--- config.mk ---
export PLATFORM = sky130hd
export DESIGN_NAME = matrix_loader
export DESIGN_NICKNAME = d
export VERILOG_FILES = /design/src/rtl/matrix_loader.sv
export SDC_FILE = /design/constraint.sdc
export NUM_CORES = 1
export LEC_CHECK = 0
export BUFFER_PORTS_ARGS = -buffer_cell sky130_fd_sc_hd__buf_4
export CAP_MARGIN = 20
export CORE_UTILIZATION = 53
export DETAILED_ROUTE_END_ITERATION = 10
export MAX_ROUTING_LAYER = met4
export PLACE_DENSITY_LB_ADDON = 0.15
export SLEW_MARGIN = 20
export SYNTH_ARGS = -nofsm -noshare
export SYNTH_HDL_FRONTEND = slang
export SYNTH_SLANG_ARGS = --single-unit
--- constraint.sdc ---
create_clock -name clk -period 4.4 [get_ports clk]
set_input_delay 0.88 -clock clk [delete_from_list [all_inputs] [get_ports clk]]
set_output_delay 0.88 -clock clk [all_outputs]
set_load 0.02 [all_outputs]
--- src/rtl/matrix_loader.sv ---
// matrix_loader: collects a serial element stream into two packed 5x5 operand
// matrices (A then B) and presents them as a pair to the downstream sum stage.
module matrix_loader #(
    parameter int ELEM_W = 8,
    parameter int N_ELEM = 25
) (
    input  logic                     clk,
    input  logic                     rst,
    input  logic                     clear,
    input  logic                     in_valid,
    output logic                     in_ready,
    input  logic [ELEM_W-1:0]        in_data,
    output logic                     out_valid,
    input  logic                     out_ready,
    output logic [N_ELEM*ELEM_W-1:0] matrix_a,
    output logic [N_ELEM*ELEM_W-1:0] matrix_b,
    output logic [4:0]               elem_idx,
    output logic                     loading_b
);

    typedef enum logic [1:0] {
        LOAD_A = 2'd0,
        LOAD_B = 2'd1,
        HOLD   = 2'd2
    } state_t;

    localparam logic [4:0] LAST_IDX = 5'(N_ELEM - 1);

    state_t state;
    logic   wr_a;
    logic   wr_b;

    // Ready depends on state only, so upstream never sees a combinational
    // path from its own valid back to ready.
    assign in_ready = (state != HOLD);
    assign wr_a     = in_valid && (state == LOAD_A);
    assign wr_b     = in_valid && (state == LOAD_B);

    // Sequencing FSM: element counter, A/B phase and output handshake.
    always_ff @(posedge clk) begin
        if (rst || clear) begin
            state     <= LOAD_A;
            elem_idx  <= '0;
            loading_b <= 1'b0;
            out_valid <= 1'b0;
        end else begin
            case (state)
                LOAD_A: begin
                    if (in_valid) begin
                        if (elem_idx == LAST_IDX) begin
                            elem_idx  <= '0;
                            state     <= LOAD_B;
                            loading_b <= 1'b1;
                        end else begin
                            elem_idx <= elem_idx + 5'd1;
                        end
                    end
                end
                LOAD_B: begin
                    if (in_valid) begin
                        if (elem_idx == LAST_IDX) begin
                            elem_idx  <= '0;
                            state     <= HOLD;
                            out_valid <= 1'b1;
                        end else begin
                            elem_idx <= elem_idx + 5'd1;
                        end
                    end
                end
                HOLD: begin
                    if (out_ready) begin
                        state     <= LOAD_A;
                        out_valid <= 1'b0;
                        loading_b <= 1'b0;
                        elem_idx  <= '0;
                    end
                end
                default: begin
                    state     <= LOAD_A;
                    elem_idx  <= '0;
                    loading_b <= 1'b0;
                    out_valid <= 1'b0;
                end
            endcase
        end
    end

    // Matrix storage: each accepted beat lands in the slot selected by
    // elem_idx; contents persist between pairs and are only zeroed on abort.
    always_ff @(posedge clk) begin
        if (rst || clear) begin
            matrix_a <= '0;
            matrix_b <= '0;
        end else if (wr_a) begin
            matrix_a[elem_idx*ELEM_W +: ELEM_W] <= in_data;
        end else if (wr_b) begin
            matrix_b[elem_idx*ELEM_W +: ELEM_W] <= in_data;
        end
    end

endmodule

==> flow_metrics.py <==
metrics = {
    "status": {
        "status": "complete, no violations",
    },
    "grt": {
        "grt_overflow": 0,
        "grt_max_degree": 184,
        "grt_pass1_wl_um": 79700,
        "grt_pass1_vias": 13500,
        "grt.total_usage": 0.345,
        "antenna_found_initial": 1,
    },
    "min_path": {
        "hold_path_class": "reg -> reg",
    },
    "clocking": {
        "post_cts_buffers": 0,
        "cts_resized": 0,
        "clkTransAtPathRegs_ns": 0.06,
        "tritoncts": "done",
        "cts_max_path_buffers": 3,
        "cts_buffers": 42,
        "clock-root-buffer": "clkbuf_16",
        "holdBufCountCts": 0,
        "clock_latency_ns": 0.53,
        "htreeDepth": 2,
        "cts.sinks": 409,
    },
    "logic_synthesis": {
        "syn_inst": 1632,
        "yosysTopAreaCellShare": 0.515,
        "synth.distinct_cells": 57,
        "synth_nets": 1648,
        "ys_ff_latch": 409,
        "netlist_area_um2": 15900,
        "synth_ff_type": "dfxtp_1",
        "ys_top_cells_by_area": "dfxtp_1 (51%), mux2i_1 (16%), nand2_1 (6.9%)",
        "yosysWarnings": 0,
        "postSynth.asyncResetShare": 0,
        "synth_seq_area_share": 0.515,
        "syn_area_per_cell_um2": 9.74,
        "synth-edff-count": 0,
        "yosys.area.top_type": "dfxtp_1",
    },
    "timing": {
        "setup_viol": 0,
        "tightest_slew_ns": 1.03,
        "finalSetupTns_ns": 0,
        "min_period_ns": 3.60,
        "fin_crit_sh": 0.818,
        "max_freq_mhz": 278,
        "drv_slew": 0,
        "fin_skew_ns": 0.0133,
        "timing.hold.ws_ns": 0.459,
        "hold_violations": 0,
        "rsz0062_at_grt": "no",
        "slew_headroom": 0.308,
    },
    "critical_path": {
        "critPathKind": "reg -> reg",
        "worst_setup_path_end_kind": "register",
        "crit_arrival_ns": 4.04,
        "r2r_slack_ns": 0.80,
        "critical_path_required_ns": 4.85,
        "r2r_cells": 10,
        "worstReg2RegStart": "elem_idx[0]",
        "crit_path_start": "elem_idx[0]",
        "r2r_end": "matrix_b[158]",
        "crit_path_max_fanout": 20,
        "start_kind": "register",
        "crit_path_end": "matrix_b[158]",
    },
    "floorplan": {
        "die_h_um": 175,
        "rows": 63,
        "die_area_um2": 30700,
        "core_area_um2": 29600,
        "initial_core_util": 0.538,
        "fp.dieW_um": 175,
        "io_pins": 421,
    },
    "final_layout": {
        "n_antenna_cell": 0,
        "syn2layout_area_growth_pct": 30.6,
        "finalNonFillerCells": 2408,
        "final_cell_mix": "buf_4 (443), dfxtp_1 (409), nand2_1 (294)",
        "nets": 2001,
        "layout_commonest_cell": "buf_4",
        "layout-drive-gt1-share": 0.279,
    },
    "place": {
        "gp_congestion": 0.908,
        "dp_cells": 2331,
        "post-dp-hpwl_um": 36900,
        "portBuffers": 420,
    },
    "detailed_routing": {
        "dr_total_vias": 14200,
        "drt_iter0_markers": 1360,
        "wl_per_cell_um": 22.0,
        "drt-total-wl_um": 53000,
        "viasPerCell": 5.90,
        "firstDrtPassIters": 6,
        "ant_nets": 0,
        "drc": 0,
    },
    "run": {
        "maxCapViolCount": 0,
    },
    "power_and_ir_drop": {
        "peakVddDrop_mv": 0.280,
        "pwr_density_cell_nw_per_um2": 372,
        "leakage_nw": 9.48,
    },
}
-- synth_stat cells (8+ instances only) --
library cell  number
clkbuf_1          96
o21ai_0          125
dfxtp_1          409
mux2i_1          256
buf_1              9
buf_2             26
nor3_1            11
nand3_1          119
nor2b_1            8
o211ai_2          16
o21ai_1           11
nor2_1            14
nand2_1          294
a21oi_1            8
o211ai_1         129
a22o_1            16
-- layout make-up --
class | instances | area (um^2)
Clock buffer | 58 | 1200
Clock inverter | 19 | 283
Fill cell | 2288 | 8790
Inverter | 4 | 15.0
Multi-Input combinational cell | 1083 | 7230
Sequential cell | 409 | 8190
Tap cell | 390 | 488
Timing Repair Buffer | 445 | 3370
-- worst max-delay path, stage by stage (launching register included) --
cell,delay [ns]
dfxtp_1,0.31
buf_4,0.23
inv_1,0.13
ha_1,0.34
nor3b_1,0.19
ha_1,0.26
buf_4,0.20
nor3b_2,0.51
nand4_2,0.61
nor2_4,0.49
mux2i_1,0.22
-- kinds of logic after synthesis --
family	after synthesis	share of synthesized area
adder cells (fa/ha/maj)	3	0.00236
AO/OA/AOI/OAI	312	0.132
AND/OR/NAND/NOR	510	0.152
XOR/XNOR	2	0.00157
buffers and inverters	140	0.0362
multiplexers	256	0.161
flip-flops	409	0.515
-- layer usage --
metal,track usage,vias to the layer above,wire length (um)
li1,-,6528,-
met1,0.437,6858,21400
met2,0.544,703,24900
met3,0.0742,108,4960
met4,0.121,0,1770
met5,-,-,0
-- through the flow --
| stage | setup slack, ns | util | area (um^2) | power [mW] |
|---|---|---|---|---|
| 2_1_floorplan | 1.16 | - | 15900 | 3.93 |
| 3_3_place_gp | 1.01 | 0.652 | 19300 | 4.01 |
| 3_5_place_dp | 0.859 | 0.652 | 19300 | 4.02 |
| 4_1_cts | 0.831 | 0.702 | 20800 | 7.75 |
| 5_1_grt | 0.571 | 0.703 | 20800 | 7.95 |
| 6_report | 0.802 | 0.703 | 20800 | 7.73 |
-- power breakdown --
part	total [mW]	internal [mW]	switching (mW)	leakage (nW)
registers	3.71	3.70	0.00224	3.29
clock network	3.79	2.33	1.46	0.729
logic	0.233	0.0465	0.186	5.46
-- sequential cells by signal (all words and copies together), names as in the netlist --
| signal | count |
|---|---|
| state | 2 |
| out_valid | 1 |
| loading_b | 1 |
| elem_idx | 5 |
| matrix_a | 200 |
| matrix_b | 200 |
-- worst min-delay path by stage --
| stage | startpoint | to | cells past startpoint |
|---|---|---|---|
| 5_1_grt | matrix_b[45] | matrix_b[45] | 2 |
| 3_5_place_dp | out_valid | out_valid | 2 |
| 4_1_cts | matrix_a[60] | matrix_a[60] | 2 |
| 3_3_place_gp | matrix_a[44] | matrix_a[44] | 2 |
| 2_1_floorplan | out_valid | out_valid | 2 |
| 6_report | matrix_b[153] | matrix_b[153] | 2 |
(Power assumes the default switching activity.)
